[config.mk]
export PLATFORM = sky130hd
export DESIGN_NAME = usb1_reg_arb
export DESIGN_NICKNAME = d
export VERILOG_FILES = /design/src/rtl/usb1_reg_arb.sv
export SDC_FILE = /design/constraint.sdc
export NUM_CORES = 1
export LEC_CHECK = 0
export CORE_ASPECT_RATIO = 1.1
export CORE_MARGIN = 4
export CORE_UTILIZATION = 40
export CTS_CLUSTER_DIAMETER = 40
export DETAILED_ROUTE_END_ITERATION = 16
export HOLD_SLACK_MARGIN = 0.08
export PLACE_DENSITY = 0.75
export SLEW_MARGIN = 15
export SYNTH_ARGS = -nofsm -noshare
export SYNTH_HDL_FRONTEND = slang
export SYNTH_SLANG_ARGS = --single-unit
[constraint.sdc]
create_clock -name usb_clk_i -period 3.1 [get_ports usb_clk_i]
set_clock_uncertainty 0.1 [all_clocks]
set_input_delay 0.465 -clock usb_clk_i [delete_from_list [all_inputs] [get_ports usb_clk_i]]
set_output_delay 0.465 -clock usb_clk_i [all_outputs]
set_load 0.01 [all_outputs]
[src/rtl/usb1_reg_arb.sv]
// ---------------------------------------------------------------------------
// usb1_reg_arb
//
// Purpose:
//   Arbitrates two register masters onto the single usbh_core register
//   port. Master 0 is the wishbone bridge. Master 1 is the autonomous
//   poll engine. Each master gets one outstanding transfer. Arbitration
//   between the masters is round-robin. Every slave transfer is guarded
//   by a cycle timeout, so a stuck slave turns into an error response
//   and the bus is not lost.
//
// Parameters:
//   AW   register address width
//   TMO  slave-ack timeout in cycles (legal range 2..65535)
//
// Ports:
//   usb_clk_i, usb_rstn_i        clock, asynchronous active-low reset
//   m0_* / m1_*                  master request (cs, wr, addr, wdata, be)
//                                and response (rdata, ack, err)
//   s_cs, s_wr, s_addr,
//   s_wdata, s_be                slave request, held stable while BUSY
//   s_rdata, s_ack               slave response
//   tmo_cnt                      saturating count of timed-out transfers
//   busy                         FSM is not IDLE
// ---------------------------------------------------------------------------
module usb1_reg_arb #(
  parameter int AW  = 6,
  parameter int TMO = 255
) (
  input  logic          usb_clk_i,
  input  logic          usb_rstn_i,

  input  logic          m0_cs,
  input  logic          m0_wr,
  input  logic [AW-1:0] m0_addr,
  input  logic [31:0]   m0_wdata,
  input  logic [3:0]    m0_be,
  output logic [31:0]   m0_rdata,
  output logic          m0_ack,
  output logic          m0_err,

  input  logic          m1_cs,
  input  logic          m1_wr,
  input  logic [AW-1:0] m1_addr,
  input  logic [31:0]   m1_wdata,
  input  logic [3:0]    m1_be,
  output logic [31:0]   m1_rdata,
  output logic          m1_ack,
  output logic          m1_err,

  output logic          s_cs,
  output logic          s_wr,
  output logic [AW-1:0] s_addr,
  output logic [31:0]   s_wdata,
  output logic [3:0]    s_be,
  input  logic [31:0]   s_rdata,
  input  logic          s_ack,

  output logic [7:0]    tmo_cnt,
  output logic          busy
);

  typedef enum logic [1:0] {
    IDLE = 2'd0,
    BUSY = 2'd1,
    RESP = 2'd2
  } state_t;

  // The counter starts at 0 on the first BUSY cycle. So the timeout fires
  // at the end of the TMO-th BUSY cycle.
  localparam logic [15:0] TMO_LAST = 16'(TMO - 1);

  state_t          r_state;
  logic            r_last_grant;  // 0 = m0, 1 = m1; also the current owner while BUSY/RESP
  logic [15:0]     r_cnt;
  logic            r_drop;        // granted master released cs during an earlier BUSY cycle
  logic [7:0]      r_tmo_cnt;

  logic            r_s_cs;
  logic            r_s_wr;
  logic [AW-1:0]   r_s_addr;
  logic [31:0]     r_s_wdata;
  logic [3:0]      r_s_be;

  logic [31:0]     r_m0_rdata;
  logic            r_m0_ack;
  logic            r_m0_err;
  logic [31:0]     r_m1_rdata;
  logic            r_m1_ack;
  logic            r_m1_err;

  logic            w_any_req;
  logic            w_win;
  logic            w_sel_wr;
  logic [AW-1:0]   w_sel_addr;
  logic [31:0]     w_sel_wdata;
  logic [3:0]      w_sel_be;
  logic            w_gnt_cs;
  logic            w_discard;
  logic            w_tmo;

  // Round-robin: one requester always wins. When both request, the master
  // that did not win last time gets the grant.
  assign w_any_req   = m0_cs | m1_cs;
  assign w_win       = (m0_cs & m1_cs) ? ~r_last_grant : m1_cs;

  assign w_sel_wr    = w_win ? m1_wr    : m0_wr;
  assign w_sel_addr  = w_win ? m1_addr  : m0_addr;
  assign w_sel_wdata = w_win ? m1_wdata : m0_wdata;
  assign w_sel_be    = w_win ? m1_be    : m0_be;

  // The owner's cs is watched only to decide whether its response is still
  // wanted. Its request fields are never re-sampled after the grant.
  assign w_gnt_cs    = r_last_grant ? m1_cs : m0_cs;
  assign w_discard   = r_drop | ~w_gnt_cs;
  assign w_tmo       = (r_cnt == TMO_LAST);

  always_ff @(posedge usb_clk_i or negedge usb_rstn_i) begin
    if (!usb_rstn_i) begin
      r_state      <= IDLE;
      r_last_grant <= 1'b1;
      r_cnt        <= 16'd0;
      r_drop       <= 1'b0;
      r_tmo_cnt    <= 8'd0;
      r_s_cs       <= 1'b0;
      r_s_wr       <= 1'b0;
      r_s_addr     <= '0;
      r_s_wdata    <= 32'd0;
      r_s_be       <= 4'd0;
      r_m0_rdata   <= 32'd0;
      r_m0_ack     <= 1'b0;
      r_m0_err     <= 1'b0;
      r_m1_rdata   <= 32'd0;
      r_m1_ack     <= 1'b0;
      r_m1_err     <= 1'b0;
    end else begin
      // The ack and err pulses last only one cycle. They are raised only
      // on the BUSY->RESP transition.
      r_m0_ack <= 1'b0;
      r_m0_err <= 1'b0;
      r_m1_ack <= 1'b0;
      r_m1_err <= 1'b0;

      case (r_state)
        IDLE: begin
          if (w_any_req) begin
            r_last_grant <= w_win;
            r_s_cs       <= 1'b1;
            r_s_wr       <= w_sel_wr;
            r_s_addr     <= w_sel_addr;
            r_s_wdata    <= w_sel_wdata;
            r_s_be       <= w_sel_be;
            r_cnt        <= 16'd0;
            r_drop       <= 1'b0;
            r_state      <= BUSY;
          end
        end

        BUSY: begin
          // s_ack is checked before the timeout. So a late ack that arrives
          // on the timeout cycle still counts as a normal completion.
          if (s_ack) begin
            r_s_cs  <= 1'b0;
            r_state <= RESP;
            if (!w_discard) begin
              if (r_last_grant) begin
                r_m1_rdata <= s_rdata;
                r_m1_ack   <= 1'b1;
              end else begin
                r_m0_rdata <= s_rdata;
                r_m0_ack   <= 1'b1;
              end
            end
          end else if (w_tmo) begin
            r_s_cs  <= 1'b0;
            r_state <= RESP;
            if (r_tmo_cnt != 8'hFF) begin
              r_tmo_cnt <= r_tmo_cnt + 8'd1;
            end
            if (!w_discard) begin
              if (r_last_grant) begin
                r_m1_rdata <= 32'd0;
                r_m1_ack   <= 1'b1;
                r_m1_err   <= 1'b1;
              end else begin
                r_m0_rdata <= 32'd0;
                r_m0_ack   <= 1'b1;
                r_m0_err   <= 1'b1;
              end
            end
          end else begin
            r_cnt  <= r_cnt + 16'd1;
            r_drop <= w_discard;
          end
        end

        RESP: begin
          r_state <= IDLE;
        end

        default: begin
          r_state <= IDLE;
        end
      endcase
    end
  end

  assign s_cs     = r_s_cs;
  assign s_wr     = r_s_wr;
  assign s_addr   = r_s_addr;
  assign s_wdata  = r_s_wdata;
  assign s_be     = r_s_be;

  assign m0_rdata = r_m0_rdata;
  assign m0_ack   = r_m0_ack;
  assign m0_err   = r_m0_err;
  assign m1_rdata = r_m1_rdata;
  assign m1_ack   = r_m1_ack;
  assign m1_err   = r_m1_err;

  assign tmo_cnt  = r_tmo_cnt;
  assign busy     = (r_state != IDLE);

endmodule

==> run metrics <==
first-pass GRT wire length 28000 um; Synth warnings 0; CP max FO 33; status finished clean; synth unique cells 48; diodes inserted 0; die extent in x between 100 and 150 um; design area 0.00923 mm^2; Slew Limit Fails 0; initial antenna violation count 0; PD cells 906 mW/mm^2; Ports 244; Routed Antenna Nets 0; area grow syn2layout 54.4%; die footprint 0.0170 mm^2; Setup violations, final 0; LEAKAGE 3.92 nW; startpoint class of the critical path flip-flop; TritonCTS buffer count 17; Seq cells post-synth 140; drt pass-1 iters 5; Pwr Total 8.36 mW; hold_ws 0.403 ns; flop-to-flop setup slack about 0.3 ns; cell count after synthesis 508; MaxCap Viol Count 0; Final nets 868; Slew @ Worst Pin around 0.63 ns; Clock Pin Slew Worst Setup and Hold Paths approximately 0.060 ns; most frequent cells in the layout clkdlybuf4s50_1 (242), dfrtp_1 (139), a22o_1 (64), nor2_1 (51), a21oi_1 (47); final wirelength approximately 18000 um; max frequency 357 MHz; placed cell count 914; Syn Std Cell Area approximately 0.006 mm^2; Initial Util 0.410; WL/cell 18.8 um; final hold viol count 0; WP data required 3.30 ns; CTS Sinks 140; post-detail-place hpwl 12900 um; Clk Latency, worst-skew pair 0.42 ns; Post-CTS Setup Bufs 0; H-tree levels 4; Setup crit end kind flip-flop; RSZ-0062 raised after global routing false; final non-filler cell total 947; Iter 0 DRT Violations about 270; WS Path Type reg2reg; vias in the first global route 5453; Total GRT Usage 0.207; slew margin rel. 0.581; VDD IR-drop max approximately 400 uV; Fill cells 1114; Port Buffers roughly 240; layout cells sized above 1 0.0689; # DRC 0; TritonCTS clock tree yes; CTS root buf clkbuf_16; Mean Syn Cell Area 11.8 um^2; RePlAce Congestion around 0.9; Max Buffers Root-to-Sink 2; gr ovfl total 0; min-delay worst type reg2reg; most common cell after layout, fill and taps aside clkdlybuf4s50_1; via/cell ratio 5.47; pin count of the biggest net entering global routing 75; Syn Nets 634; minimum clock period 2.80 ns; Post-DP Area between 0.008 and 0.009 mm^2; Core Region 0.0146 mm^2; # rows 46; Final TNS setup 0 ns; CP arrival 3.00 ns; Die Y 136 um; Final Cycle Share 0.903; total vias in the final route slightly above 5000; sequential cell area fraction in the yosys report 0.586
## path summary, 6_finish.rpt
kind | startpoint | endpoint | cells past startpoint
setup / recovery | r_cnt[0] | m0_rdata[15] | 6
hold / removal | m1_rdata[21] | m1_rdata[21] | 1
setup reg to reg | r_cnt[0] | m0_rdata[15] | 6
hold reg to reg | m1_rdata[21] | m1_rdata[21] | 1
max in group asynchronous | usb_rstn_i | s_wdata[23] | 3
min in group asynchronous | usb_rstn_i | m0_ack | 2
## final cells by class
type	instances	area, um^2	share of cell area
Sequential cell	140	3500	0.380
Timing Repair Buffer	253	2550	0.276
Multi-Input combinational cell	324	2290	0.249
Clock buffer	18	429	0.0465
Tap cell	192	240	0.0260
Clock inverter	14	186	0.0202
Inverter	6	22.5	0.00244
## Yosys cell counts (all sizes together)
cell type  number  share of area
a211o           2         0.0044
a211oi          2         0.0025
a21boi          1         0.0013
a21o            1         0.0013
a21oi          47          0.039
a22o           64          0.094
a31oi           6         0.0063
a41oi           1         0.0015
and2            2         0.0021
and3            3         0.0031
and4            3         0.0044
buf             9          0.011
clkbuf         29          0.018
dfrtp         139           0.58
dfstp           1         0.0044
ha              3         0.0063
inv             6         0.0038
mux2            1         0.0019
mux2i          45          0.075
nand2           6         0.0038
nand2b          1         0.0010
nand3           7         0.0059
nand3b          2         0.0025
nand4          12          0.013
nand4bb         1         0.0019
nor2           52          0.033
nor2b           2         0.0021
nor3            7         0.0059
nor3b           1         0.0013
nor4            3         0.0042
o211a           2         0.0034
o211ai          1         0.0013
o21a            2         0.0025
o21ai          10         0.0084
o21bai          1         0.0013
o31a            1         0.0015
o31ai          16          0.020
o41a            1         0.0019
o41ai           4         0.0059
or4             3         0.0050
or4b            1         0.0017
or4bb           1         0.0019
xor2            6         0.0088
## cell families after synthesis
| family | count (synthesis) | synth area share |
|---|---|---|
| adders and majority gates | 3 | 0.00628 |
| AOI/OAI and AO/OA | 162 | 0.196 |
| and+or+nand+nor | 107 | 0.0919 |
| buffers and inverters | 44 | 0.0329 |
| xor gates and xnor gates | 6 | 0.00879 |
| DFF | 140 | 0.586 |
| muxes | 46 | 0.0773 |
## flip-flops by register name (all words and copies together), names as in the netlist, 2 cells and up
| name | flops |
|---|---|
| m0_rdata | 32 |
| m1_rdata | 32 |
| s_wdata | 32 |
| r_cnt | 16 |
| s_addr | 6 |
| r_state | 2 |
| s_be | 4 |
| tmo_cnt | 8 |
## critical path, stage by stage (launching register included)
cell and delay [ns]:
dfrtp_1 0.44, inv_1 0.09, ha_1 0.14, or4bb_1 0.56, or4_4 0.53, a211o_4 0.51, a22o_1 0.30
## through the flow
step	util	worst slack (ns)
after floorplan	-	0.414
after global placement	0.591	0.391
after detailed placement	0.591	0.326
after CTS	0.634	0.321
after global routing	0.634	0.202
final	0.634	0.300
## power breakdown
group	leakage (nW)	total [mW]	switching [mW]	internal [mW]
registers	1.73	3.01	0.469	2.54
clock network	0.299	2.12	0.829	1.29
logic	1.90	3.23	1.37	1.87
total	3.92	8.36	2.67	5.70
## metal layers
metal,track usage,wire length [um],vias to the layer above,part of all wire
met1,0.234,6570,2539,0.37
met3,0.0778,1330,48,0.075
li1,-,-,2369,-
met4,0.0895,652,0,0.037
met5,0,0,-,0
met2,0.353,9210,225,0.52
## repair_timing
item,in CTS,in global routing
resized for setup,0,0
hold buffers,1,0
hold endpoints to repair,65,0
Note: power is estimated with default switching activity, not from simulation.
